===== src/rtl/seg7_scan_ctrl_pkg.sv =====
// Shared constants and width helpers for the multiplexed 7-segment scan controller.
package seg7_pkg;

   localparam logic [6:0] SEG_BLANK = 7'h7F;

   typedef enum logic [1:0] {
      PH_BLANK,
      PH_DRIVE,
      PH_DARK
   } slot_phase_e;

   // A single-digit build still needs a 1-bit index register.
   function automatic int idx_width(input int n);
      return (n > 1) ? $clog2(n) : 1;
   endfunction

endpackage


===== src/rtl/seg7_scan_ctrl_lut.sv =====
// Hex nibble to 7-segment pattern, negative logic, bit 0 = segment a.
module seg7_lut (
   input  logic [3:0] nibble,
   output logic [6:0] seg
);

   always_comb begin
      seg = 7'b1111111;
      case (nibble)
         4'h0: seg = 7'b1000000;
         4'h1: seg = 7'b1111001;
         4'h2: seg = 7'b0100100;
         4'h3: seg = 7'b0110000;
         4'h4: seg = 7'b0011001;
         4'h5: seg = 7'b0010010;
         4'h6: seg = 7'b0000010;
         4'h7: seg = 7'b1111000;
         4'h8: seg = 7'b0000000;
         4'h9: seg = 7'b0011000;
         4'hA: seg = 7'b0001000;
         4'hB: seg = 7'b0000011;
         4'hC: seg = 7'b1000110;
         4'hD: seg = 7'b0100001;
         4'hE: seg = 7'b0000110;
         4'hF: seg = 7'b0001110;
         default: seg = 7'b1111111;
      endcase
   end

endmodule


===== src/rtl/seg7_scan_ctrl.sv =====
// Time-multiplexed common-anode display scanner with frame-aligned word commit,
// per-slot dead-time and optional leading-zero blanking.
module seg7_scan_ctrl
   import seg7_pkg::*;
#(
   parameter int NUM_DIGITS = 4,
   parameter int DIV        = 1000,
   parameter int DEAD       = 8
) (
   input  logic                    iCLK,
   input  logic                    iRST_N,
   input  logic [4*NUM_DIGITS-1:0] iDATA,
   input  logic [NUM_DIGITS-1:0]   iMASK,
   input  logic                    iVALID,
   output logic                    oREADY,
   input  logic                    iLZB,
   output logic [6:0]              oSEG,
   output logic [NUM_DIGITS-1:0]   oAN,
   output logic                    oFRAME
);

   localparam int CNT_W  = $clog2(DIV);
   localparam int IDX_W  = idx_width(NUM_DIGITS);
   localparam int DATA_W = 4 * NUM_DIGITS;

   localparam logic [NUM_DIGITS-1:0] AN_OFF   = '1;
   localparam logic [CNT_W-1:0]      CNT_LAST = CNT_W'(DIV - 1);
   localparam logic [CNT_W-1:0]      CNT_DEAD = CNT_W'(DEAD);
   localparam logic [IDX_W-1:0]      IDX_LAST = IDX_W'(NUM_DIGITS - 1);

   logic [CNT_W-1:0]      cnt_q, cnt_d;
   logic [IDX_W-1:0]      idx_q, idx_d;
   logic [DATA_W-1:0]     pend_data_q, pend_data_d;
   logic [NUM_DIGITS-1:0] pend_mask_q, pend_mask_d;
   logic                  pend_full_q, pend_full_d;
   logic [DATA_W-1:0]     disp_data_q, disp_data_d;
   logic [NUM_DIGITS-1:0] disp_mask_q, disp_mask_d;
   logic [6:0]            seg_q, seg_d;
   logic [NUM_DIGITS-1:0] an_q, an_d;

   logic                  slot_end;
   logic                  frame_wrap;
   logic                  accept;
   logic [NUM_DIGITS-1:0] nz_upper;
   logic [3:0]            nib_sel;
   logic                  digit_on;
   logic [6:0]            lut_seg;
   slot_phase_e           phase;

   always_comb begin
      slot_end   = (cnt_q == CNT_LAST);
      frame_wrap = slot_end && (idx_q == IDX_LAST);
      cnt_d      = slot_end ? '0 : cnt_q + 1'b1;
      idx_d      = idx_q;
      if (slot_end) begin
         idx_d = (idx_q == IDX_LAST) ? '0 : idx_q + 1'b1;
      end
   end

   // A word accepted on the wrap cycle itself waits for the following wrap.
   always_comb begin
      accept      = iVALID & ~pend_full_q;
      pend_data_d = pend_data_q;
      pend_mask_d = pend_mask_q;
      pend_full_d = pend_full_q;
      disp_data_d = disp_data_q;
      disp_mask_d = disp_mask_q;
      if (frame_wrap && pend_full_q) begin
         disp_data_d = pend_data_q;
         disp_mask_d = pend_mask_q;
         pend_full_d = 1'b0;
      end else if (accept) begin
         pend_data_d = iDATA;
         pend_mask_d = iMASK;
         pend_full_d = 1'b1;
      end
   end

   // nz_upper[i] is set when any nibble from i up to the top digit is non-zero.
   always_comb begin
      nz_upper                 = '0;
      nz_upper[NUM_DIGITS-1]   = |disp_data_q[DATA_W-1 -: 4];
      for (int i = NUM_DIGITS - 2; i >= 0; i--) begin
         nz_upper[i] = nz_upper[i+1] | (|disp_data_q[i*4 +: 4]);
      end
   end

   always_comb begin
      nib_sel  = '0;
      digit_on = 1'b0;
      for (int i = 0; i < NUM_DIGITS; i++) begin
         if (idx_q == IDX_W'(i)) begin
            nib_sel  = disp_data_q[i*4 +: 4];
            digit_on = disp_mask_q[i] & ~(iLZB & (i != 0) & ~nz_upper[i]);
         end
      end
   end

   seg7_lut u_lut (
      .nibble (nib_sel),
      .seg    (lut_seg)
   );

   always_comb begin
      if (cnt_q < CNT_DEAD) begin
         phase = PH_BLANK;
      end else if (digit_on) begin
         phase = PH_DRIVE;
      end else begin
         phase = PH_DARK;
      end
      seg_d = (phase == PH_DRIVE) ? lut_seg : SEG_BLANK;
      an_d  = AN_OFF;
      for (int i = 0; i < NUM_DIGITS; i++) begin
         an_d[i] = ~((phase == PH_DRIVE) && (idx_q == IDX_W'(i)));
      end
   end

   always_ff @(posedge iCLK or negedge iRST_N) begin
      if (!iRST_N) begin
         cnt_q       <= '0;
         idx_q       <= '0;
         pend_data_q <= '0;
         pend_mask_q <= '0;
         pend_full_q <= 1'b0;
         disp_data_q <= '0;
         disp_mask_q <= '0;
         seg_q       <= SEG_BLANK;
         an_q        <= AN_OFF;
      end else begin
         cnt_q       <= cnt_d;
         idx_q       <= idx_d;
         pend_data_q <= pend_data_d;
         pend_mask_q <= pend_mask_d;
         pend_full_q <= pend_full_d;
         disp_data_q <= disp_data_d;
         disp_mask_q <= disp_mask_d;
         seg_q       <= seg_d;
         an_q        <= an_d;
      end
   end

   assign oSEG   = seg_q;
   assign oAN    = an_q;
   assign oREADY = ~pend_full_q;
   assign oFRAME = frame_wrap;

endmodule


===== config.mk =====
export PLATFORM = sky130hd
export DESIGN_NAME = seg7_scan_ctrl
export DESIGN_NICKNAME = d
export VERILOG_FILES = /design/src/rtl/seg7_scan_ctrl_pkg.sv /design/src/rtl/seg7_scan_ctrl_lut.sv /design/src/rtl/seg7_scan_ctrl.sv
export SDC_FILE = /design/constraint.sdc
export NUM_CORES = 1
export LEC_CHECK = 0
export ABC_AREA = 1
export CAP_MARGIN = 5
export CORE_MARGIN = 1
export CORE_UTILIZATION = 35
export CTS_CLUSTER_DIAMETER = 150
export CTS_CLUSTER_SIZE = 16
export DETAILED_ROUTE_END_ITERATION = 8
export PLACE_DENSITY_LB_ADDON = 0.08
export SYNTH_ARGS = -nofsm -noshare
export SYNTH_HDL_FRONTEND = slang
export SYNTH_SLANG_ARGS = --single-unit
export TNS_END_PERCENT = 10

===== constraint.sdc =====
create_clock -name iCLK -period 2.6 [get_ports iCLK]
set_input_delay 0.52 -clock iCLK [delete_from_list [all_inputs] [get_ports iCLK]]
set_output_delay 0.52 -clock iCLK [all_outputs]
set_load 0.005 [all_outputs]

==> results of run 1 <==
[critical path: stages (launching register included)]
cell and delay (ns):
dfrtp_1 0.37, ha_2 0.23, nand4_2 0.13, nor2_4 0.17, inv_4 0.07, nor2_1 0.11, clkdlybuf4s50_1 0.52
[final timing paths]
path | from | end | slack (ns) | cells past startpoint
max in group asynchronous | iRST_N | pend_data_q[9]$_DFFE_PN0P_ | 1.84 | 2
worst min-delay path | iRST_N | cnt_q[2]$_DFF_PN0_ | 0.14 | 1
min in group iCLK | pend_data_q[12]$_DFFE_PN0P_ | disp_data_q[12]$_DFFE_PN0P_ | 0.48 | 2
worst max register to register | idx_q[1]$_DFFE_PN0P_ | oSEG[3]$_DFF_PN1_ | 0.38 | 15
worst max-delay path | cnt_q[0]$_DFF_PN0_ | oFRAME | 0.13 | 6
worst min register to register | pend_data_q[12]$_DFFE_PN0P_ | disp_data_q[12]$_DFFE_PN0P_ | 0.48 | 2
[layer usage]
metal / global-route usage, % / wire length [µm] / part of all wire (%) / vias up
li1: - / - / - / 1121
met1: 19.4 / 2890 / 50 / 1032
met2: 21.7 / 2610 / 45 / 34
met3: 2.84 / 166 / 2.9 / 10
met4: 8.96 / 131 / 2.3 / 0
met5: 0 / 0 / 0 / -
[kinds of logic (layout without fill, tap and decap cells)]
group	after synthesis	in the layout	share of synthesized area, %
XOR/XNOR	3	3	0.848
multiplexers	20	20	7.27
flip-flops	64	64	52.1
AND/OR/NAND/NOR	128	128	18.0
buffers and inverters	52	101	7.55
adder cells (fa/ha/maj)	10	10	4.04
AO/OA/AOI/OAI	48	48	10.2
[synth_stat cells]
library cell   n  area share [%]
nand2_2        3            0.61
inv_1         42             5.1
ha_1          10             4.0
dfstp_2       11             9.3
buf_6          4             1.5
nand3b_1       2            0.48
nand3_1       14             2.3
nor2_2         2            0.40
nand4_1        2            0.40
nand4_2        1            0.40
or2_2          1            0.20
inv_4          1            0.20
buf_2          5            0.81
and2_1         1            0.20
nand2_1       88              11
o21ai_0       12             1.9
nor3_4         1            0.52
dfrtp_1       53              43
mux2_2        20             7.3
nor3_1         1            0.16
xnor2_1        1            0.28
a21oi_1       16             2.6
nor2_1        11             1.3
nor2_4         1            0.36
o21ai_2       20             5.7
xor2_1         2            0.57
[registers in the layout (all words and copies together), names as in the netlist]
register / count
disp_data_q: 16
pend_data_q: 16
cnt_q: 10
oSEG: 7
disp_mask_q: 4
oAN: 4
pend_mask_q: 4
idx_q: 2
pend_full_q: 1
[report_power, final]
part / switching (mW) / internal (mW) / total [mW] / leakage [nW]
combinational: 0.0242 / 0.0328 / 0.0571 / 0.846
sequential: 0 / 0.996 / 0.996 / 0.837
clock: 0.391 / 0.561 / 0.952 / 0.112
total: 0.415 / 1.59 / 2.00 / 1.80
[area by class of cell]
cell class | instances | area [µm²] | area share, %
sequential | 64 | 1620 | 42.5
multi-input combinational | 209 | 1260 | 33.1
timing repair buffer | 42 | 413 | 10.9
inverter | 43 | 164 | 4.31
clock buffer | 10 | 138 | 3.62
tap | 105 | 131 | 3.46
clock inverter | 6 | 82.6 | 2.17
[through the flow]
| stage | cells | hold slack (ns) | total power, mW | utilization [%] | setup WS [ns] |
|---|---|---|---|---|---|
| 2_1_floorplan | 325 | 0.224 | 1.02 | - | 0.734 |
| 3_3_place_gp | 462 | 0.465 | 1.07 | 42.5 | 0.438 |
| 3_5_place_dp | 462 | 0.465 | 1.07 | 42.5 | 0.393 |
| 4_1_cts | 478 | 0.155 | 2.03 | 45.2 | 0.00877 |
| 5_1_grt | 479 | 0.178 | 2.07 | 45.4 | 0.0126 |
| 6_report | 479 | 0.143 | 2.00 | 45.4 | 0.125 |
[timing repair]
action	in CTS	in global routing
gates resized for setup	0	2
setup endpoints to repair	0	1
setup buffers	0	1
==> results.py, run 1 <==
metrics = {
    "status": {
        "status": "finished clean",
    },
    "global_routing": {
        "antenna_found_initial": 0,
        "grt_pass1_vias": 2162,
        "grt_overflow": 0,
        "grt_max_degree": 43,
        "grt_usage_pct": 14.6,
        "grt_pass1_wl_mm": 9.94,
    },
    "final_layout": {
        "fin_area_um2": 3800,
        "drive_gt1_share_pct": 22.7,
        "syn_to_final_growth_pct": 22.6,
        "fillerInstances": 839,
        "layout_commonest_cell": "nand2_1",
        "fin_nets": 403,
        "final_cell_mix": "88 x nand2_1, 53 x dfrtp_1, 42 x inv_1",
        "diodes": 0,
    },
    "power": {
        "worst_ir_drop_vdd_mv": 0.238,
        "p_per_area_nw_per_um2": 527,
        "leakage_nw": 1.80,
    },
    "floorplanning": {
        "io-pin-count": 37,
        "die_w_um": 96.1,
        "die-area_um2": 9240,
        "coreArea_um2": 8380,
        "start_util_pct": 37.0,
        "num_rows": 33,
        "die_height_um": 96.1,
    },
    "detailed_routing": {
        "drtPass1Iterations": 4,
        "drtIter0Drc": 116,
        "drc": 0,
        "post_drt_wl_per_cell_um": 12.1,
        "routed_via_density": 4.59,
        "antenna_left": 0,
        "via_count": 2197,
        "wirelength_mm": 5.81,
    },
    "synthesis": {
        "yosysSeqAreaShare_pct": 52.1,
        "yosys_warnings": 0,
        "synth-seq-cells": 64,
        "synth_area_um2": 3100,
        "syn-instance-count": 325,
        "syn_avg_cell_area_um2": 9.54,
        "syn_nets": 359,
        "yosysUniqueCellTypes": 26,
    },
    "timing": {
        "fin_crit_ns": 2.47,
        "skew_ns": 0.00991,
        "slew_headroom_pct": 65.7,
        "setup_viol": 0,
        "rsz0062_at_grt": "no",
        "fmax_ghz": 0.404,
        "hold_viol_final": 0,
        "setup_tns_ns": 0,
        "tightest_slew_ns": 0.515,
        "fin_crit_sh_pct": 95.2,
        "maxSlewViolCount": 0,
    },
    "clock_tree": {
        "ctsHoldBuffers": 0,
        "cts_tree": "built",
        "clk_latency_ns": 0.34,
        "clk_pin_slew_ns": 0.07,
        "cts_root_buffer": "clkbuf_8",
        "clockBufferDepth": 2,
        "h-tree-depth": 3,
        "clock-sinks": 64,
        "numCtsBuffers": 9,
    },
    "critical_path": {
        "cp-start-kind": "flip-flop",
        "crit_arrival_ns": 1.95,
        "crit_type": "reg2out",
        "critical_path_required_ns": 2.08,
        "endpoint_kind": "primary output",
        "cp_max_fo": 7,
    },
    "placed_design": {
        "hpwl_mm": 4.03,
        "portBuffers": 36,
        "place_area_um2": 3570,
        "place_congestion": 0.793,
    },
    "hold_path": {
        "min_path_type": "in2async",
    },
    "run": {
        "cap_violations": 0,
    },
}
Power figures use the tool's default switching activity.
==> inputs of run 2 (changes only) <==
- CORE_MARGIN: 1 -> 3
==> run 2 against run 1 <==
Clock power is 4.5% lower. Via count is 1.5% lower. Critical path depth stayed put. Count of clock-buffer cells in the layout is 4 higher. First-iteration DRC count is 32% lower. Largest cell class unchanged.
==> results.py, run 2 (synthesis gave the netlist of run 1 again) <==
metrics = {
    "final_layout": {
        "drive_gt1_share_pct": 22.5,
        "fillerInstances": 862,
        "fin_area_um2": 3800,
        "syn_to_final_growth_pct": 22.6,
        "finalCoreUtilization_pct": 45.1,
        "layout_commonest_cell": "nand2_1",
        "final_cell_mix": "88 x nand2_1, 53 x dfrtp_1, 42 x inv_1",
        "fin_nets": 403,
        "top_regs": "disp_data_q x16, pend_data_q x16, cnt_q x10",
        "diodes": 0,
    },
    "timing": {
        "setup_tns_ns": 0,
        "tightest_slew_ns": 0.602,
        "fin_crit_sh_pct": 94.8,
        "rsz0062_at_grt": "no",
        "setup_viol": 0,
        "fin_crit_ns": 2.47,
        "fmax_ghz": 0.406,
        "hold_viol_final": 0,
        "maxSlewViolCount": 0,
        "skew_ns": 0.00913,
        "slew_headroom_pct": 59.9,
        "hold_ws_ns": 0.188,
    },
    "power": {
        "switching_share_pct": 19.7,
        "worst_ir_drop_vdd_mv": 0.230,
        "p_int_mw": 1.58,
        "leakage_nw": 1.80,
        "comb_power_share_pct": 2.8,
        "p_clk_share_pct": 46.4,
        "p_switching_mw": 0.386,
        "p_per_area_nw_per_um2": 516,
        "p_seq_share_pct": 50.8,
    },
    "critical_path": {
        "critical_path.cell_chain": "ha_2 -> nand4_2 -> nor2_4 -> inv_4 -> nor2_1 -> clkdlybuf4s50_1",
        "path_delay_family": "buffers and inverters",
        "crit_type": "reg2out",
        "cp_max_fo": 7,
        "crit_buf_inv": 2,
        "critical-path-max-stage-delay_ns": 0.51,
        "endpoint_kind": "primary output",
        "slowest_stage": "clkdlybuf4s50_1",
        "critical_path_required_ns": 2.08,
        "cp-start-kind": "flip-flop",
        "crit_arrival_ns": 1.95,
    },
    "clock_tree": {
        "h-tree-depth": 3,
        "clk_latency_ns": 0.34,
        "clock-sinks": 64,
        "cts_root_buffer": "clkbuf_8",
        "numCtsBuffers": 9,
        "cts_tree": "built",
        "clockBufferDepth": 2,
        "clk_pin_slew_ns": 0.07,
        "ctsHoldBuffers": 0,
    },
    "global_routing": {
        "grt_pass1_vias": 2222,
        "grt_max_degree": 41,
        "grt_usage_pct": 12.7,
        "grt_overflow": 0,
        "antenna_found_initial": 0,
        "grt_pass1_wl_mm": 10.1,
    },
    "detailed_routing": {
        "wirelength_mm": 5.56,
        "routed_via_density": 4.52,
        "drc": 0,
        "via_count": 2165,
        "drtPass1Iterations": 4,
        "drtIter0Drc": 79,
        "antenna_left": 0,
        "post_drt_wl_per_cell_um": 11.6,
    },
    "floorplanning": {
        "coreArea_um2": 8420,
        "start_util_pct": 36.8,
        "num_rows": 33,
        "die-area_um2": 10000,
        "die_w_um": 100,
        "io-pin-count": 37,
        "die_height_um": 100,
    },
    "placed_design": {
        "place_congestion": 0.822,
        "place_area_um2": 3570,
        "portBuffers": 36,
        "hpwl_mm": 4.11,
    },
    "status": {
        "status": "finished clean",
    },
    "hold_path": {
        "min_path_type": "in2async",
    },
    "run": {
        "cap_violations": 0,
    },
}
## run 2: routing by layer
layer,track usage (%),up-vias,wire [µm]
met4,6.94,0,125
met2,19.4,40,2530
met1,16.9,992,2650
li1,-,1123,-
met5,0,-,0
met3,2.78,10,254
## run 2: path summary, 6_finish.rpt
| kind | from | end | slack (ns) | depth (start not counted) |
|---|---|---|---|---|
| setup / recovery | cnt_q[0]$_DFF_PN0_ | oFRAME | 0.13 | 6 |
| hold / removal | iRST_N | cnt_q[8]$_DFF_PN0_ | 0.19 | 1 |
| setup reg to reg | idx_q[1]$_DFFE_PN0P_ | oSEG[5]$_DFF_PN1_ | 0.36 | 14 |
| hold reg to reg | pend_data_q[14]$_DFFE_PN0P_ | disp_data_q[14]$_DFFE_PN0P_ | 0.48 | 2 |
| max in group asynchronous | iRST_N | disp_data_q[15]$_DFFE_PN0P_ | 1.80 | 2 |
| min in group iCLK | pend_data_q[14]$_DFFE_PN0P_ | disp_data_q[14]$_DFFE_PN0P_ | 0.48 | 2 |
## run 2: final cells by class
type	instances	area (µm²)	share of cell area, %
sequential	64	1620	42.5
multi-input combinational	209	1260	33.1
timing repair buffer	42	413	10.9
clock buffer	14	183	4.81
inverter	43	164	4.31
tap	105	131	3.46
clock inverter	2	35.0	0.922
## run 2: power by group through the flow
| stage | clock network (mW) | registers, mW | logic, mW |
|---|---|---|---|
| after CTS | 0.943 | 0.996 | 0.0589 |
| after global routing | 0.997 | 0.995 | 0.0637 |
| after detailed placement | 0 | 1.01 | 0.0589 |
| after floorplan | 0 | 1.01 | 0.00167 |
| after global placement | 0 | 1.01 | 0.0590 |
| final | 0.909 | 0.996 | 0.0558 |
## run 2: stage by stage
step	setup WS [ns]	total power [mW]	std cells
2_1_floorplan	0.734	1.02	325
3_3_place_gp	0.435	1.07	462
3_5_place_dp	0.387	1.07	462
4_1_cts	0.0111	2.00	478
5_1_grt	0.00424	2.06	479
6_report	0.135	1.96	479
## run 2: what timing repair did
action,CTS,global route
setup buffers,0,1
setup endpoints to repair,0,1
resized for setup,0,2
